[config.mk]
export PLATFORM = sky130hd
export DESIGN_NAME = serial_frame_deserializer
export DESIGN_NICKNAME = d
export VERILOG_FILES = /design/src/rtl/serial_frame_deserializer_pkg.sv /design/src/rtl/serial_frame_deserializer_byte_fifo2.sv /design/src/rtl/serial_frame_deserializer.sv
export SDC_FILE = /design/constraint.sdc
export NUM_CORES = 1
export LEC_CHECK = 0
export ABC_AREA = 1
export CAP_MARGIN = 20
export CORE_MARGIN = 3
export CORE_UTILIZATION = 60
export DETAILED_ROUTE_END_ITERATION = 10
export DONT_BUFFER_PORTS = 1
export GPL_TIMING_DRIVEN = 0
export PLACE_DENSITY = 0.82
export RECOVER_POWER = 50
export SLEW_MARGIN = 20
export SYNTH_ARGS = -nofsm -noshare
export SYNTH_HDL_FRONTEND = slang
export SYNTH_SLANG_ARGS = --single-unit
export TNS_END_PERCENT = 1
[constraint.sdc]
create_clock -name clk -period 2.1 [get_ports clk]
set_clock_uncertainty 0.05 [all_clocks]
set_input_delay 0.315 -clock clk [delete_from_list [all_inputs] [get_ports clk]]
set_output_delay 0.315 -clock clk [all_outputs]
set_load 0.1 [all_outputs]
[src/rtl/serial_frame_deserializer_pkg.sv]
// Shared definitions for the serial frame deserializer: byte width, default
// sync byte and FSM state codes.
package serial_frame_deserializer_pkg;

   localparam int BYTE_W = 8;
   localparam logic [BYTE_W-1:0] SYNC_BYTE = 8'hA5;

   typedef enum logic {
      ST_HUNT    = 1'b0,
      ST_PAYLOAD = 1'b1
   } state_e;

endpackage

[src/rtl/serial_frame_deserializer_byte_fifo2.sv]
// Two-entry shifting byte FIFO. The head register drives dout directly, so the
// last popped byte stays visible after the buffer empties.
module serial_frame_deserializer_byte_fifo2
   import serial_frame_deserializer_pkg::*;
(
   input  logic              clk,
   input  logic              reset,
   input  logic              push,
   input  logic [BYTE_W-1:0] din,
   input  logic              pop,
   output logic [BYTE_W-1:0] dout,
   output logic              valid,
   output logic              full
);

   logic [BYTE_W-1:0] head_q, head_d;
   logic [BYTE_W-1:0] tail_q, tail_d;
   logic [1:0]        count_q, count_d;
   logic              pop_eff;

   assign pop_eff = pop & (count_q != 2'd0);

   always_comb begin
      head_d  = head_q;
      tail_d  = tail_q;
      count_d = count_q;
      case (count_q)
         2'd0: begin
            // Pop on empty is meaningless; a push lands next cycle, no bypass.
            if (push) begin
               head_d  = din;
               count_d = 2'd1;
            end
         end
         2'd1: begin
            case ({push, pop_eff})
               2'b10: begin
                  tail_d  = din;
                  count_d = 2'd2;
               end
               2'b01:   count_d = 2'd0;
               2'b11:   head_d  = din;
               default: ;
            endcase
         end
         2'd2: begin
            if (pop_eff) begin
               head_d = tail_q;
               if (push) tail_d  = din;
               else      count_d = 2'd1;
            end
         end
         default: count_d = 2'd0;
      endcase
   end

   always_ff @(posedge clk or posedge reset) begin
      if (reset) begin
         head_q  <= '0;
         tail_q  <= '0;
         count_q <= 2'd0;
      end else begin
         head_q  <= head_d;
         tail_q  <= tail_d;
         count_q <= count_d;
      end
   end

   assign dout  = head_q;
   assign valid = (count_q != 2'd0);
   assign full  = (count_q == 2'd2);

endmodule

[src/rtl/serial_frame_deserializer.sv]
// MSB-first serial-to-byte deserializer: hunts a sync byte on a sliding window,
// then assembles FRAME_BYTES payload bytes into a 2-entry valid/ready buffer.
module serial_frame_deserializer
   import serial_frame_deserializer_pkg::*;
#(
   parameter logic [BYTE_W-1:0] SYNC        = SYNC_BYTE,
   parameter int                FRAME_BYTES = 4
) (
   input  logic              clk,
   input  logic              reset,
   input  logic              si,
   output logic [BYTE_W-1:0] out_data,
   output logic              out_valid,
   input  logic              out_ready,
   output logic              in_sync,
   output logic              frame_done,
   output logic              overflow
);

   // Handshake: a byte moves on a clk edge where out_valid & out_ready are both
   // high; out_valid never drops without a pop and out_data is stable while valid.

   localparam logic [7:0] LAST_BYTE = 8'(FRAME_BYTES - 1);

   state_e            state_q, state_d;
   logic [BYTE_W-1:0] window_q, window_d;
   logic [2:0]        bit_cnt_q, bit_cnt_d;
   logic [7:0]        byte_cnt_q, byte_cnt_d;
   logic              frame_done_q, frame_done_d;
   logic              overflow_q, overflow_d;

   logic [BYTE_W-1:0] shifted;
   logic              sync_hit, byte_last, frame_last;
   logic              push_req, push_ok, pop, fifo_full, fifo_valid;

   assign shifted    = {window_q[BYTE_W-2:0], si};
   assign sync_hit   = (shifted == SYNC);
   assign byte_last  = (bit_cnt_q == 3'd7);
   assign frame_last = (byte_cnt_q == LAST_BYTE);

   always_ff @(posedge clk or posedge reset) begin
      if (reset) state_q <= ST_HUNT;
      else       state_q <= state_d;
   end

   always_comb begin
      state_d = state_q;
      case (state_q)
         ST_HUNT:    if (sync_hit) state_d = ST_PAYLOAD;
         ST_PAYLOAD: if (byte_last && frame_last) state_d = ST_HUNT;
         default:    state_d = ST_HUNT;
      endcase
   end

   always_comb begin
      window_d     = shifted;
      bit_cnt_d    = 3'd0;
      byte_cnt_d   = byte_cnt_q;
      push_req     = 1'b0;
      frame_done_d = 1'b0;
      case (state_q)
         ST_HUNT: byte_cnt_d = 8'd0;
         ST_PAYLOAD: begin
            bit_cnt_d = bit_cnt_q + 3'd1;
            if (byte_last) begin
               push_req   = 1'b1;
               byte_cnt_d = byte_cnt_q + 8'd1;
               // Clearing the window keeps the payload tail from faking a sync.
               if (frame_last) begin
                  frame_done_d = 1'b1;
                  window_d     = '0;
                  byte_cnt_d   = 8'd0;
               end
            end
         end
         default: byte_cnt_d = 8'd0;
      endcase
   end

   assign pop        = fifo_valid & out_ready;
   assign push_ok    = push_req & (~fifo_full | pop);
   assign overflow_d = overflow_q | (push_req & ~push_ok);

   always_ff @(posedge clk or posedge reset) begin
      if (reset) begin
         window_q     <= '0;
         bit_cnt_q    <= 3'd0;
         byte_cnt_q   <= 8'd0;
         frame_done_q <= 1'b0;
         overflow_q   <= 1'b0;
      end else begin
         window_q     <= window_d;
         bit_cnt_q    <= bit_cnt_d;
         byte_cnt_q   <= byte_cnt_d;
         frame_done_q <= frame_done_d;
         overflow_q   <= overflow_d;
      end
   end

   serial_frame_deserializer_byte_fifo2 u_fifo (
      .clk   (clk),
      .reset (reset),
      .push  (push_ok),
      .din   (shifted),
      .pop   (pop),
      .dout  (out_data),
      .valid (fifo_valid),
      .full  (fifo_full)
   );

   assign out_valid  = fifo_valid;
   assign in_sync    = (state_q == ST_PAYLOAD);
   assign frame_done = frame_done_q;
   assign overflow   = overflow_q;

endmodule

==> results by stage <==
Power and ir drop:
- The peak supply drop is 0.489 mV.
- The leakage power summed over all cells is 1.05 nW.
- Dividing total power by cell area gives a power density of 764 nW/um^2.

Placement:
- The pre-CTS worst setup slack is 0.0312 ns.
- The quantity of I/O buffers inserted on ports is 0.
- After detailed placement, the design holds a cell count of 249.
- The total half-perimeter wirelength after legalization and detailed placement is 2220 um.
- The weighted congestion reported at the end of routability-driven placement is 0.810.
- The cell area after placement is 1910 um^2.

Worst setup path:
- The startpoint identified for the worst register-to-register timing path is in_sync.
- Among all stages on the critical path, the largest delay is contributed by sky130_fd_sc_hd__nand2_1.
- The critical path startpoint is u_fifo.count_q[0].
- The worst-path maximum fanout is 4.
- STA classifies the critical path startpoint as a flip-flop.
- STA classifies the critical path endpoint as a primary output.
- The startpoint-to-endpoint class of the critical path is reg -> out.
- Among cell families on the critical path, the largest total delay comes from simple AND/OR/NAND/NOR gates.
- Traced cell by cell, the critical path runs through inv_1, nand2_1.
- The delay of the slowest cell on the worst path is 0.67 ns.
- The required time at the worst-slack endpoint is 1.74 ns.
- The number of buffers and inverters on the critical path is 1.
- The data arrival at the endpoint of the critical path is 1.60 ns.

Worst hold path:
- The hold path startpoint is si.
- The worst min-delay path category is in -> reg.

Clocking:
- The number of H-tree branching levels is 2.
- The clock drives 39 sinks.
- Clock tree synthesis inserted a total of 5 buffers.
- The cell sitting at the root of the clock tree is a sky130_fd_sc_hd__clkbuf_4.
- No sink is reached through more buffers than the 2 on the longest clock path.
- The buffer count from post-CTS setup fixing is 0.
- After clock tree synthesis, the clock-pin slew on the worst setup and hold paths is 0.12 ns.
- At the later pin of the worst-skew pair, clock insertion delay measures 0.35 ns.
- TritonCTS built the clock tree.

Outcome:
- The flow ran to the end, and the final reports show no timing, DRC or antenna violations.

Logic synthesis:
- The leading register cell type out of synthesis is sky130_fd_sc_hd__dfrtp_1.
- In this run, synthesis produced a sequential element count of 39.
- In this run the mean area of a mapped cell was 8.53 um^2.
- Counting distinct cell types in the post-synthesis netlist gives 24.
- The fraction of the yosys area taken by sequential cells is 52.7%.
- The number of warnings issued by yosys is 0.
- The instance count of the mapped netlist is 217.
- The total standard cell area after synthesis is 1850 um^2.
- Counting flops with a built-in enable in the synthesized netlist gives 0.
- The number of nets in the synthesized netlist is 224.
- After synthesis, the share of flip-flops with an asynchronous set or reset is 100%.

Global route:
- The first global-routing pass estimated 5400 um of wire.
- The via count of the first global-routing pass came to 1,186.
- The number of antenna violations at the first check in global routing was 0.
- The total congestion overflow is 0.
- The maximum number of pins on one net before global-route repair is 34.
- Across every metal layer, demand over resource in global routing totals 19.9%.

STA:
- The part of the cycle the worst path needs is 93.6%.
- Setup violations remaining at the end of the flow were counted as 0.
- The max-slew headroom at the worst pin is 38.7%.
- The number of pins with negative max-slew slack in the final report is 0.
- The transition time at the pin with the least slew margin is 0.920 ns.
- For the finished layout, the period the worst path requires is 1.96 ns.
- The smallest setup slack after layout is 0.135 ns.
- The achievable frequency is 509 MHz.
- Setup repair after global routing left no endpoint under its margin.
- The count of endpoints failing hold in the final timing report is 0.
- The final-layout setup total negative slack is 0 ns.

Layout:
- The area overhead of the layout relative to synthesis is 8.32%.
- The net count of the finished layout is 233.
- The fraction of layout instances using a drive strength above 1 is 14.1%.
- The final instance area is 2000 um^2.
- The repair_antennas step left the layout with diodes totalling 0.
- The number of inserted filler cells in the final layout is 227.
- Leaving out filler cells and counting taps, the final layout contains 258.
- Cells fill 70.3% of the core in the end.

Run:
- The reported max-cap violation count is 0.

Floorplanning:
- In this run the count of I/O pins placed on the die edge is 16.
- The cell row count is 19.
- The height of the die is 61.5 um.
- From left edge to right edge, the die measures 61.5 um.
- The initial cell density of the core is 64.9%.
- The area of the core is 2850 um^2.
- The die covers 3790 um^2.

Route:
- After detailed routing, the average wire length per cell comes to 12.0 um.
- The via count normalized by instance count is 5.05.
- The total wirelength of the detailed-routed design is 3100 um.
- The number of violations reported at the end of detailed-routing iteration 0 is 104.
- Before antenna repair, the detailed router went through 4 iterations.
- The DRC violation count after routing is 0.
- The final antenna-violating net count is 0.
- The via count is 1,304.
-- worst paths after layout --
kind,endpoint,slack [ns],cells past startpoint
min in group asynchronous,bit_cnt_q[1],0.28,2
min reg2reg,bit_cnt_q[0],0.39,1
max reg2reg,u_fifo.tail_q[2],0.28,6
min,window_q[0],0.02,2
max in group asynchronous,in_sync,0.65,3
max,out_valid,0.14,2
-- flip-flops by register name, indices dropped and copies added (netlist names) --
register        flops
u_fifo.dout         8
byte_cnt_q          8
overflow            1
u_fifo.count_q      2
in_sync             1
window_q            7
bit_cnt_q           3
frame_done          1
u_fifo.tail_q       8
-- cell usage after synthesis, types with 3 or more instances --
cell type                  n  area, um^2
sky130_fd_sc_hd__buf_2     3        15.0
sky130_fd_sc_hd__nand2_1  56         210
sky130_fd_sc_hd__nand4_1   5        31.3
sky130_fd_sc_hd__nand2_2   4        25.0
sky130_fd_sc_hd__o21ai_0  21         105
sky130_fd_sc_hd__nor2_1   16        60.1
sky130_fd_sc_hd__dfrtp_1  39         976
sky130_fd_sc_hd__nand3_1   8        40.0
sky130_fd_sc_hd__ha_1      3        37.5
sky130_fd_sc_hd__o21ai_2   8        70.1
sky130_fd_sc_hd__inv_1    36         135
-- layout make-up --
type / count / area [um^2] / area share (%)
Sequential cell: 39 / 977 / 48.8
Multi-Input combinational cell: 133 / 682 / 34.0
Inverter: 39 / 149 / 7.43
Clock inverter: 2 / 60.1 / 3.00
Clock buffer: 6 / 41.3 / 2.06
Buffer: 6 / 41.3 / 2.06
Tap cell: 31 / 38.8 / 1.94
Timing Repair Buffer: 2 / 15.0 / 0.749
-- layer usage --
| layer | vias to the layer above | track usage (%) | wire, um |
|---|---|---|---|
| met3 | 5 | 6.71 | 155 |
| met4 | 0 | 8.79 | 61 |
| li1 | 690 | - | - |
| met5 | - | 0 | 0 |
| met2 | 27 | 26.9 | 1280 |
| met1 | 582 | 28.9 | 1600 |
-- worst reg2reg max path: cells and delay by family (launching register included) --
kind	cells	cell delay, ns
flip-flops	1	0.74
AND/OR/NAND/NOR	3	0.52
buffers and inverters	2	0.33
AO/OA/AOI/OAI	1	0.08
-- layout by cell type, fill, tap and decap left out, types with 2 or more instances in the layout --
master	count
sky130_fd_sc_hd__buf_6	2
sky130_fd_sc_hd__nand2_1	57
sky130_fd_sc_hd__nand2_2	3
sky130_fd_sc_hd__o21ai_1	2
sky130_fd_sc_hd__nand4_1	5
sky130_fd_sc_hd__ha_1	3
sky130_fd_sc_hd__inv_2	2
sky130_fd_sc_hd__bufinv_16	2
sky130_fd_sc_hd__inv_1	36
sky130_fd_sc_hd__xor2_1	2
sky130_fd_sc_hd__nand3_1	8
sky130_fd_sc_hd__clkbuf_1	2
sky130_fd_sc_hd__o21ai_2	8
sky130_fd_sc_hd__o21ai_0	21
sky130_fd_sc_hd__clkbuf_4	5
sky130_fd_sc_hd__nor2_1	16
sky130_fd_sc_hd__a21oi_1	2
sky130_fd_sc_hd__dfrtp_1	38
sky130_fd_sc_hd__buf_2	3
-- where the power goes --
part	total [mW]	switching, mW	internal, mW
combinational	0.0593	0.0417	0.0176
sequential	0.860	0.0909	0.769
clock	0.612	0.241	0.372
total	1.53	0.373	1.16
-- through the flow --
stage               hold slack (ns)  power [mW]
floorplan                     0.360       0.917
global placement              0.377       0.931
detailed placement           0.0647       0.937
CTS                          0.0159        1.55
global route               0.000561        1.59
finish                       0.0242        1.53
-- kinds of logic (layout without fill, tap and decap cells) --
| group | Yosys count | in the layout | synth area share (%) |
|---|---|---|---|
| xor gates and xnor gates | 3 | 3 | 1.42 |
| adders and majority gates | 3 | 3 | 2.03 |
| AOI/OAI and AO/OA | 36 | 36 | 12.3 |
| buffers and inverters | 45 | 55 | 10.3 |
| DFF | 39 | 39 | 52.7 |
| and+or+nand+nor | 91 | 91 | 21.2 |
-- timing repair --
action,4_1_cts,5_1_grt
hold endpoints to repair,39,0
endpoints found under the setup margin,0,24
gates resized for setup,0,1
hold buffers,1,0
(Power assumes the default switching activity.)
